===== config.mk =====
export PLATFORM = sky130hd
export DESIGN_NAME = fetch_stage
export DESIGN_NICKNAME = d
export VERILOG_FILES = /design/src/rtl/fetch_stage.sv
export SDC_FILE = /design/constraint.sdc
export NUM_CORES = 1
export LEC_CHECK = 0
export CAP_MARGIN = 20
export CORE_UTILIZATION = 60
export CTS_CLUSTER_SIZE = 30
export DETAILED_ROUTE_END_ITERATION = 8
export DONT_BUFFER_PORTS = 1
export HOLD_SLACK_MARGIN = 0.12
export PLACE_DENSITY_LB_ADDON = 0.25
export SLEW_MARGIN = 20
export SYNTH_ARGS = -nofsm -noshare
export SYNTH_HDL_FRONTEND = slang
export SYNTH_HIERARCHICAL = 1
export SYNTH_SLANG_ARGS = --single-unit

===== constraint.sdc =====
create_clock -name clk -period 9.5 [get_ports clk]
set_clock_uncertainty 0.1 [all_clocks]
set_input_delay 0.95 -clock clk [delete_from_list [all_inputs] [get_ports clk]]
set_output_delay 0.95 -clock clk [all_outputs]
set_load 0.05 [all_outputs]

===== src/rtl/fetch_stage.sv =====
// Instruction fetch stage with instruction buffer; optional FETCH_PERF_CNT_EN adds perf counters.
// fetch_fifo is the generic clearable buffer used by fetch_stage.

// fetch_fifo: power-of-two circular buffer with synchronous clear.
// Latency: data pushed on edge E is visible at the head after E (no bypass).
// Backpressure: pushes while full are ignored; pops only when pop_vld && pop_rdy.
module fetch_fifo #(
    parameter int WIDTH = 64,
    parameter int DEPTH = 2
) (
    input  logic                   clk,
    input  logic                   rst_n,
    input  logic                   clr,
    input  logic                   push_vld,
    input  logic [WIDTH-1:0]       push_dat,
    output logic                   pop_vld,
    input  logic                   pop_rdy,
    output logic [WIDTH-1:0]       pop_dat,
    output logic [$clog2(DEPTH):0] count
);
    localparam int PW = $clog2(DEPTH);

    logic [WIDTH-1:0] mem [DEPTH];
    logic [PW-1:0]    wr_ptr;
    logic [PW-1:0]    rd_ptr;
    logic             do_push;
    logic             do_pop;

    assign pop_vld = (count != '0);
    assign pop_dat = mem[rd_ptr];
    assign do_push = push_vld && (count != (PW+1)'(DEPTH));
    assign do_pop  = pop_vld && pop_rdy;

    always_ff @(posedge clk) begin
        if (do_push)
            mem[wr_ptr] <= push_dat;
    end

    always_ff @(posedge clk or negedge rst_n) begin
        if (!rst_n) begin
            wr_ptr <= '0;
            rd_ptr <= '0;
            count  <= '0;
        end else if (clr) begin
            wr_ptr <= '0;
            rd_ptr <= '0;
            count  <= '0;
        end else begin
            if (do_push)
                wr_ptr <= wr_ptr + 1'b1;
            if (do_pop)
                rd_ptr <= rd_ptr + 1'b1;
            count <= count + (PW+1)'(do_push) - (PW+1)'(do_pop);
        end
    end
endmodule

// fetch_stage: owns the PC, issues one imem request at a time, buffers responses, drives IF/ID.
// Latency: grant to if_id_valid_o = memory latency + 1 cycle.
// Backpressure: stall_i holds IF/ID; requests pause while the buffer is full or a request is outstanding.
module fetch_stage #(
    parameter logic [31:0] RESET_PC   = 32'h0000_0000,
    parameter int          FIFO_DEPTH = 2,
    parameter logic [31:0] NOP_INSTR  = 32'h0000_0013
) (
    input  logic        clk,
    input  logic        rst_n,
    input  logic        stall_i,
    input  logic        flush_i,
    input  logic [31:0] redirect_pc_i,
    output logic        imem_req_o,
    output logic [31:0] imem_addr_o,
    input  logic        imem_gnt_i,
    input  logic        imem_rvalid_i,
    input  logic [31:0] imem_rdata_i,
    output logic        if_id_valid_o,
    output logic [31:0] if_id_pc_o,
    output logic [31:0] if_id_pc_plus4_o,
    output logic [31:0] if_id_instr_o
`ifdef FETCH_PERF_CNT_EN
    ,
    output logic [31:0] perf_fetched_o,
    output logic [31:0] perf_flushed_o,
    output logic [31:0] perf_stall_o
`endif
);
    localparam int CW = $clog2(FIFO_DEPTH) + 1;

    logic [31:0]   pc;
    logic [31:0]   req_pc;
    logic          outstanding;
    logic          drop;
    logic          run;
    logic          rsp_vld;
    logic          push_vld;
    logic          pop_rdy;
    logic          head_vld;
    logic [63:0]   head_dat;
    logic [CW-1:0] fifo_cnt;
    logic          grant;

    // run keeps the request line low through reset and the first edge after it
    assign rsp_vld     = imem_rvalid_i && outstanding;
    assign push_vld    = rsp_vld && !drop && !flush_i;
    assign pop_rdy     = !flush_i && !stall_i;
    assign imem_req_o  = run && !outstanding && !flush_i && (fifo_cnt < CW'(FIFO_DEPTH));
    assign imem_addr_o = pc;
    assign grant       = imem_req_o && imem_gnt_i;

    fetch_fifo #(
        .WIDTH (64),
        .DEPTH (FIFO_DEPTH)
    ) u_buf (
        .clk      (clk),
        .rst_n    (rst_n),
        .clr      (flush_i),
        .push_vld (push_vld),
        .push_dat ({req_pc, imem_rdata_i}),
        .pop_vld  (head_vld),
        .pop_rdy  (pop_rdy),
        .pop_dat  (head_dat),
        .count    (fifo_cnt)
    );

    always_ff @(posedge clk or negedge rst_n) begin
        if (!rst_n) begin
            pc          <= RESET_PC & 32'hFFFF_FFFC;
            req_pc      <= '0;
            outstanding <= 1'b0;
            drop        <= 1'b0;
            run         <= 1'b0;
        end else begin
            run <= 1'b1;
            if (flush_i)
                pc <= redirect_pc_i & 32'hFFFF_FFFC;
            else if (grant) begin
                pc     <= pc + 32'd4;
                req_pc <= pc;
            end
            if (grant)
                outstanding <= 1'b1;
            else if (rsp_vld)
                outstanding <= 1'b0;
            // a response landing on the flush edge is simply not pushed, so no drop is owed
            if (flush_i)
                drop <= outstanding && !imem_rvalid_i;
            else if (rsp_vld)
                drop <= 1'b0;
        end
    end

    always_ff @(posedge clk or negedge rst_n) begin
        if (!rst_n) begin
            if_id_valid_o    <= 1'b0;
            if_id_pc_o       <= '0;
            if_id_pc_plus4_o <= '0;
            if_id_instr_o    <= NOP_INSTR;
        end else if (flush_i) begin
            if_id_valid_o <= 1'b0;
            if_id_instr_o <= NOP_INSTR;
        end else if (!stall_i) begin
            if (head_vld) begin
                if_id_valid_o    <= 1'b1;
                if_id_pc_o       <= head_dat[63:32];
                if_id_pc_plus4_o <= head_dat[63:32] + 32'd4;
                if_id_instr_o    <= head_dat[31:0];
            end else begin
                if_id_valid_o <= 1'b0;
                if_id_instr_o <= NOP_INSTR;
            end
        end
    end

`ifdef FETCH_PERF_CNT_EN
    always_ff @(posedge clk or negedge rst_n) begin
        if (!rst_n) begin
            perf_fetched_o <= '0;
            perf_flushed_o <= '0;
            perf_stall_o   <= '0;
        end else begin
            perf_fetched_o <= perf_fetched_o + 32'(push_vld);
            perf_flushed_o <= perf_flushed_o + 32'(flush_i);
            perf_stall_o   <= perf_stall_o + 32'(stall_i && if_id_valid_o);
        end
    end
`else
    // Counters compiled out; fetch behaviour is unchanged.
`endif
endmodule


==> results of run 1 <==
==> worst max-delay path: stages, from the launching register on <==
cell and delay (ns):
dfrtp_4 0.61, buf_4 0.75, mux2_4 0.35, nand4_1 0.17
nor4_2 0.80, nand3_1 0.19, xor2_1 0.19, o21ai_0 0.09
==> metal layers <==
metal | global-route usage | part of all wire
met1 | 0.331 | 0.44
met2 | 0.349 | 0.47
met3 | 0.0593 | 0.081
met4 | 0.0605 | 0.014
met5 | 0 | 0
==> logic make-up after synthesis <==
group / count (synthesis) / share of synthesized area
AND/OR/NAND/NOR: 398 / 0.149
flip-flops: 290 / 0.652
multiplexers: 65 / 0.0759
buffers and inverters: 64 / 0.0253
other: 2 / 0.000620
AO/OA/AOI/OAI: 122 / 0.0680
adder cells (fa/ha/maj): 4 / 0.00413
XOR/XNOR: 34 / 0.0246
==> flip-flops by register name, indices dropped and copies added, names as in the netlist, 2 cells and up <==
| signal | count |
|---|---|
| imem_addr_o | 30 |
| if_id_pc_plus4_o | 30 |
| if_id_pc_o | 32 |
| req_pc | 30 |
| if_id_instr_o | 32 |
| u_buf/mem | 128 |
| u_buf/count | 2 |
==> area by class of cell <==
type,count,area [µm²],share of cell area
repair buffers,11,103,0.00772
clock inverters,18,193,0.0145
flip-flops and latches,290,7910,0.595
multi-input cells,630,3960,0.298
inverters,8,30.0,0.00226
clock buffers,36,772,0.0581
well taps,265,332,0.0249
==> layout by cell type, fill, tap and decap left out, types with 10 or more instances in the layout <==
master / count
nand2_1: 258
dfrtp_1: 158
edfxtp_1: 128
o21ai_0: 51
mux2_4: 50
nand3_1: 35
a22o_1: 29
clkbuf_16: 29
nand4_1: 26
xor2_1: 24
nor2_1: 23
mux2_2: 15
and3_1: 10
xnor2_1: 10
buf_4: 10
==> what timing repair did <==
action / CTS / global route
hold endpoints to repair: 159 / 0
resized for setup: 0 / 0
buffers inserted: 0 / 0
hold buffers: 1 / 0
==> metrics by stage <==
| step | hold WS [ns] | area (µm²) |
|---|---|---|
| detailed placement | 0.360 | 12300 |
| global placement | 0.353 | 12300 |
| finish | 0.156 | 13300 |
| floorplan | 0.342 | 12100 |
| CTS | 0.127 | 13300 |
| global route | 0.126 | 13300 |
==> where the power goes <==
group | switching, µW | leakage [µW] | total, µW | internal [µW]
clock network | 452 | 0.000480 | 1140 | 684
logic | 134 | 0.00179 | 230 | 95.4
registers | 679 | 0.00325 | 2170 | 1500
total | 1270 | 0.00552 | 3540 | 2280
==> final timing paths <==
check                                                   endpoint  slack, ns  cells after the start
worst max-delay path            if_id_pc_plus4_o[24]$_DFFE_PN0P_       6.06                      7
min in group clk                      u_buf/mem[0][56]$_DFFE_PP_       0.38                      0
worst min register to register        u_buf/mem[0][56]$_DFFE_PP_       0.38                      0
worst max register to register  if_id_pc_plus4_o[24]$_DFFE_PN0P_       6.06                      7
worst min-delay path                if_id_instr_o[4]$_DFFE_PN1P_       0.16                      0
max in group asynchronous               u_buf/rd_ptr$_DFFE_PN0P_       8.28                      1
==> results.cfg, run 1 <==
[detailed_routing]
routedWlPerCell_um = 18.6
drt_wl_total_um = 23400
vias = 7277
drt_iter0_markers = 440
drc_errors = 0
drtAntennaViolNets = 0
drtPass1Iterations = 4
viasPerCell = 5.78

[sta]
rsz0062_at_grt = false
maxClockFrequency_mhz = 291
drv_slew = 0
fin_tns_setup_ns = 0
max_slew.worst_pin.slew_ns = 0.987
period_share = 0.362
finalSetupViolations = 0
slew_headroom = 0.339
finalHoldViolCount = 0
setup_ws_ns = 6.06
min_period_ns = 3.44

[logic_synthesis]
syn_area_per_cell_um2 = 12.4
synth_area_um2 = 12100
ys_ff_latch = 290
yosys_warnings = 6
synth_top_area_frac = 0.328
ys_types = 51
synth-edff-count = 128
synth_commonest_cells = 259 x nand2_1, 159 x dfrtp_1, 128 x edfxtp_1
synthFlopType = dfrtp_1
syn-instance-count = 979
yosysSeqAreaShare = 0.652
synth.most_common_cell = nand2_1
synth_top_cell_by_area = dfrtp_1
ys_async_sr_fraction = 0.559
synthTopCellsByArea = dfrtp_1 33%, edfxtp_1 32%, nand2_1 8.0%, mux2_4 6.2%, o21ai_0 2.1%

[global_route]
grt_first_pass_wirelength_um = 37100
grt_pass1_vias = 6968
grt.total_usage = 0.230
antenna_found_initial = 0
globalRouteOverflowTotal = 0
grt_max_degree = 160

[place]
dp_slack_ns = 5.74
place_inst = 1203
portBuffers = 0
place_congestion = 0.784
dp_hpwl_um = 14700

[floorplanning]
die_width_um = 144
num_rows = 51
die_area_um2 = 20800
fp.dieH_um = 144
core_area_um2 = 19700
io_pins = 200
floorplan.initialDensity = 0.617

[layout]
num_antenna_cells = 0
finish.utilization = 0.676
fin_cells = 1258
drive_gt1_frac = 0.140
fillers = 1499
nNetsFinal = 1044
syn_to_final_growth_pct = 9.70

[worst_setup_path]
cp.arrival_ns = 3.72
worstPathRequired_ns = 9.78
critical_path.startpoint = u_buf/rd_ptr$_DFFE_PN0P_
cp_max_fo = 49
critPathLaunchType = flip-flop
r2r_start = u_buf/rd_ptr$_DFFE_PN0P_
cp-end-kind = flip-flop
criticalPathCategory = reg -> reg

[power_and_ir_drop]
ir_drop_mv = 0.148
p_per_area_nw_per_um2 = 266
p_leak_uw = 0.00552
power_uw = 3540

[clocking]
cts_root_buffer = clkbuf_16
cts_tree = done
clkTransAtPathRegs_ns = 0.06
clkLatencyLatePin_ns = 0.54
cts_sinks = 290
htreeDepth = 1
cts_buffer_depth = 3
numCtsBuffers = 29

[hold_path]
hold_path_class = in -> async

[status]
status = finished, final reports clean

[flow_run]
max-cap-violations = 0
(Power assumes the default switching activity.)
==> inputs of run 2 (changes only) <==
--- a/config.mk
+++ b/config.mk
@@ -6,7 +6,7 @@
 export NUM_CORES = 1
 export LEC_CHECK = 0
 export CAP_MARGIN = 20
-export CORE_UTILIZATION = 60
+export CORE_UTILIZATION = 57
 export CTS_CLUSTER_SIZE = 30
 export DETAILED_ROUTE_END_ITERATION = 8
 export DONT_BUFFER_PORTS = 1
==> constraint.sdc (replaced) <==
create_clock -name clk -period 3.08 [get_ports clk]
set_clock_uncertainty 0.1 [all_clocks]
set_input_delay 0.308 -clock clk [delete_from_list [all_inputs] [get_ports clk]]
set_output_delay 0.308 -clock clk [all_outputs]
set_load 0.05 [all_outputs]
==> results.cfg, run 2 (synthesis results as in run 1) <==
[global_route]
grt_pass1_vias = 7719
grt_first_pass_wirelength_um = 40300
antenna_found_initial = 0
globalRouteOverflowTotal = 0
grt.total_usage = 0.232
grt_max_degree = 163

[layout]
fin_cells = 1364
num_antenna_cells = 0
largest_register = u_buf/mem
nNetsFinal = 1144
fillers = 1469
final_cell_mix = 258 x nand2_1, 158 x dfrtp_1, 128 x edfxtp_1
largest_registers = u_buf/mem x128, if_id_instr_o x32, if_id_pc_o x32
syn_to_final_growth_pct = 17.7
largest_reg_flops = 128
layout.cells.most_common = nand2_1
multi_input_area_um2 = 3960
drive_gt1_frac = 0.154
seqCellArea_um2 = 7910

[floorplanning]
fp.dieH_um = 148
io_pins = 200
floorplan.initialDensity = 0.589
core_area_um2 = 20600
die_width_um = 148
num_rows = 52
die_area_um2 = 21800

[clocking]
cts_tree = done
clkLatencyLatePin_ns = 0.54
clkTransAtPathRegs_ns = 0.06
cts_sinks = 290
cts_root_buffer = clkbuf_16
postCtsHoldBufs = 68
numCtsBuffers = 30
cts_resized = 0
htreeDepth = 1
postCtsSetupBuffers = 0
cts_buffer_depth = 3

[sta]
drv_slew = 0
min_period_ns = 2.54
finalHoldViolCount = 162
rsz0062_at_grt = false
slew_headroom = 0.403
finalSetupViolations = 0
max_slew.worst_pin.slew_ns = 0.896
setup_ws_ns = 0.537
period_share = 0.826
holdWs_ns = -0.638
maxClockFrequency_mhz = 393

[power_and_ir_drop]
p_sw_frac = 0.351
power_uw = 11100
p_comb_frac = 0.089
p_int_uw = 7220
pwr-share-clk = 0.323
p_per_area_nw_per_um2 = 780
p_leak_uw = 0.00598
ir_drop_mv = 0.432
p_switching_uw = 3910
pwr-share-seq = 0.588

[detailed_routing]
drtPass1Iterations = 5
drc_errors = 0
routedWlPerCell_um = 18.2
vias = 7685
drtAntennaViolNets = 0
viasPerCell = 5.63
drt_wl_total_um = 24800
drt_iter0_markers = 443

[status]
status = complete, but fails checks
violations = hold timing

[flow_run]
max-cap-violations = 0

[place]
dp_hpwl_um = 15700
dp_slack_ns = 0.549
place_congestion = 0.802
place_inst = 1240
portBuffers = 0

[worst_setup_path]
r2r_slack_ns = 0.54
r2r_start = u_buf/rd_ptr$_DFFE_PN0P_
cp-end-kind = flip-flop
critPathLaunchType = flip-flop
cp.arrival_ns = 2.89
worstPathRequired_ns = 3.43
reg2reg_depth = 8
r2r-end = if_id_pc_plus4_o[26]$_DFFE_PN0P_
criticalPathCategory = reg -> reg
cp_max_fo = 38

[hold_path]
hold_path_class = in -> async
-- run 2: cell types whose count changed in the layout (fill, tap and decap cells not counted), moves of 2 or more --
cell           previous run  this run
clkinv_1                  4         0
buf_4                    10        41
clkbuf_16                29        32
clkbuf_8                  2         5
buf_12                    0         2
clkinv_2                  8         2
clkbuf_1                  5        13
bufinv_16                 4         2
dlygate4sd3_1             0        67
-- run 2: through the flow --
step,setup TNS [ns],utilization,area [µm²]
5_1_grt,0,0.693,14300
2_1_floorplan,-19.84,-,12100
4_1_cts,0,0.693,14300
3_5_place_dp,0,0.611,12600
3_3_place_gp,0,0.611,12600
6_report,0,0.693,14300
-- run 2: worst max-delay path by stage --
stage	slack [ns]	end	depth (start not counted)	from
2_1_floorplan	-0.16	u_buf/mem[0][0]$_DFFE_PP_	5	flush_i
3_3_place_gp	0.59	if_id_pc_plus4_o[28]$_DFFE_PN0P_	8	u_buf/rd_ptr$_DFFE_PN0P_
3_5_place_dp	0.55	if_id_pc_plus4_o[26]$_DFFE_PN0P_	8	u_buf/rd_ptr$_DFFE_PN0P_
4_1_cts	0.53	if_id_pc_plus4_o[26]$_DFFE_PN0P_	8	u_buf/rd_ptr$_DFFE_PN0P_
5_1_grt	0.35	if_id_pc_plus4_o[28]$_DFFE_PN0P_	8	u_buf/rd_ptr$_DFFE_PN0P_
6_report	0.54	if_id_pc_plus4_o[26]$_DFFE_PN0P_	8	u_buf/rd_ptr$_DFFE_PN0P_
-- run 2: per-layer routing --
metal,track usage,vias up,share of wire
li1,-,3647,-
met1,0.330,3736,0.45
met2,0.369,269,0.46
met3,0.0478,33,0.071
met4,0.0510,0,0.016
met5,0,-,0
-- run 2: layout make-up --
cell class,instances,area share
flip-flops and latches,290,0.555
clock inverters,5,0.00570
well taps,270,0.0237
inverters,8,0.00211
repair buffers,110,0.0714
clock buffers,51,0.0649
multi-input cells,630,0.278
-- run 2: critical path, stage by stage, from the launching register on --
cell	delay [ns]
dfrtp_4	0.84
mux2_4	0.31
ha_1	0.27
nand3_1	0.12
nor4_2	0.15
buf_4	0.21
nand4_1	0.11
xor2_1	0.16
o21ai_0	0.16
-- run 2: power by group through the flow --
stage,Sequential [µW],Clock [µW],Combinational [µW]
CTS,6550,3660,994
global placement,6590,0,866
floorplan,6550,0,646
detailed placement,6630,0,898
finish,6540,3590,990
global route,6630,3810,1140
==> inputs of run 3 (changes only) <==
--- a/config.mk
+++ b/config.mk
@@ -6,7 +6,7 @@
 export NUM_CORES = 1
 export LEC_CHECK = 0
 export CAP_MARGIN = 20
-export CORE_UTILIZATION = 57
+export CORE_UTILIZATION = 60
 export CTS_CLUSTER_SIZE = 30
 export DETAILED_ROUTE_END_ITERATION = 8
 export DONT_BUFFER_PORTS = 1
==> constraint.sdc (replaced) <==
create_clock -name clk -period 2.6 [get_ports clk]
set_clock_uncertainty 0.1 [all_clocks]
set_input_delay 0.26 -clock clk [delete_from_list [all_inputs] [get_ports clk]]
set_output_delay 0.26 -clock clk [all_outputs]
set_load 0.05 [all_outputs]
==> results.cfg, run 3 (synthesis results as in run 1) <==
[sta]
finalHoldViolCount = 162
fin_tns_setup_ns = 0
rsz0062_at_grt = false
maxClockFrequency_mhz = 403
finalSetupViolations = 0
period_share = 0.955
drv_slew = 0
max_slew.worst_pin.slew_ns = 0.885
min_period_ns = 2.48
setup_ws_ns = 0.118
slew_headroom = 0.410
holdWs_ns = -0.695

[layout]
num_antenna_cells = 0
fin_area_um2 = 14300
largest_register = u_buf/mem
final_cell_mix = 258 x nand2_1, 158 x dfrtp_1, 128 x edfxtp_1
layout.cells.most_common = nand2_1
largest_registers = u_buf/mem x128, if_id_instr_o x32, if_id_pc_o x32
finish.utilization = 0.729
drive_gt1_frac = 0.165
syn_to_final_growth_pct = 18.3
largest_reg_flops = 128
nNetsFinal = 1152

[detailed_routing]
viasPerCell = 5.67
drtAntennaViolNets = 0
drc_errors = 0
drt_iter0_markers = 434
drtPass1Iterations = 4
routedWlPerCell_um = 18.8
vias = 7752
drt_wl_total_um = 25600

[global_route]
grt_first_pass_wirelength_um = 40500
grt.total_usage = 0.251
grt_max_degree = 163
grt_pass1_vias = 7746
antenna_found_initial = 0
globalRouteOverflowTotal = 0

[status]
violations = hold timing
status = complete, but fails checks

[power_and_ir_drop]
p_leak_uw = 0.00603
power_uw = 13200
p_per_area_nw_per_um2 = 918
ir_drop_mv = 0.549

[place]
placed_cell_area_um2 = 12600
portBuffers = 0
dp_hpwl_um = 15900
place_congestion = 0.855
dp_slack_ns = -0.0138

[flow_run]
max-cap-violations = 0

[floorplanning]
io_pins = 200
die_area_um2 = 20800
num_rows = 51
fp.dieH_um = 144
die_width_um = 144
core_area_um2 = 19700
floorplan.initialDensity = 0.617

[worst_setup_path]
cp_max_fo = 53
cp_common_cell = dlygate4sd3_1
critPathLaunchType = input port
cp.arrival_ns = 2.86
slowest_delay_ns = 0.58
crit_path_cell_trace = dlygate4sd3_1 -> buf_12 -> nor4b_4 -> and2_1 -> buf_6 -> buf_4 -> a32oi_1 -> nand2_1 -> dlygate4sd3_1
cp-end-kind = flip-flop
worstPathRequired_ns = 2.98
crit_slowest_cell = dlygate4sd3_1
criticalPathCategory = in -> reg

[clocking]
clkLatencyLatePin_ns = 0.54
cts_buffer_depth = 3
cts_sinks = 290
clkTransAtPathRegs_ns = 0.06
cts_root_buffer = clkbuf_16
cts_tree = done
numCtsBuffers = 30
postCtsHoldBufs = 68
htreeDepth = 1

[hold_path]
hold_path_class = in -> async
## run 3: area by class of cell
type | instances | area, µm²
repair buffers | 118 | 1110
flip-flops and latches | 290 | 7910
multi-input cells | 630 | 3970
clock buffers | 39 | 846
clock inverters | 17 | 145
well taps | 265 | 332
inverters | 8 | 30.0
fillers | 1372 | 5320
## run 3: final timing paths
path / from / end / slack, ns / depth (start not counted)
min in group clk: imem_rdata_i[8] / u_buf/mem[1][8]$_DFFE_PP_ / 0.27 / 1
max: flush_i / imem_addr_o[4]$_DFFE_PN0P_ / 0.12 / 9
min: rst_n / if_id_pc_plus4_o[15]$_DFFE_PN0P_ / -0.70 / 0
max in group asynchronous: rst_n / if_id_instr_o[1]$_DFFE_PN1P_ / 2.71 / 0
min reg2reg: req_pc[9]$_DFFE_PN0P_ / u_buf/mem[1][41]$_DFFE_PP_ / 0.38 / 0
max reg2reg: u_buf/rd_ptr$_DFFE_PN0P_ / if_id_pc_plus4_o[27]$_DFFE_PN0P_ / 0.21 / 6
## run 3: where the power goes
part / switching (µW) / internal [µW]
registers: 2230 / 5470
clock network: 1710 / 2490
logic: 769 / 486
total: 4710 / 8450
## run 3: worst max-delay path: cells and delay by family
kind                   cells  cell delay, ns
AOI/OAI and AO/OA          1            0.11
buffers and inverters      5            1.87
and+or+nand+nor            3            0.61
## run 3: timing repair
item / 4_1_cts / 5_1_grt
buffers inserted: 0 / 1
setup endpoints to repair: 4 / 2
resized for setup: 1 / 1
pin swaps: 0 / 1
endpoints found under the hold margin: 296 / 162
## run 3: layer usage
layer / GRT usage / wire (µm)
met5: 0 / 0
met4: 0.0655 / 421
met3: 0.0576 / 1940
met2: 0.393 / 12000
met1: 0.354 / 11300
## run 3: stage by stage
stage,cells,hold WS [ns]
2_1_floorplan,984,-0.136
3_5_place_dp,1242,-0.133
6_report,1367,-0.695
3_3_place_gp,1242,-0.132
4_1_cts,1366,-0.717
5_1_grt,1367,-0.722
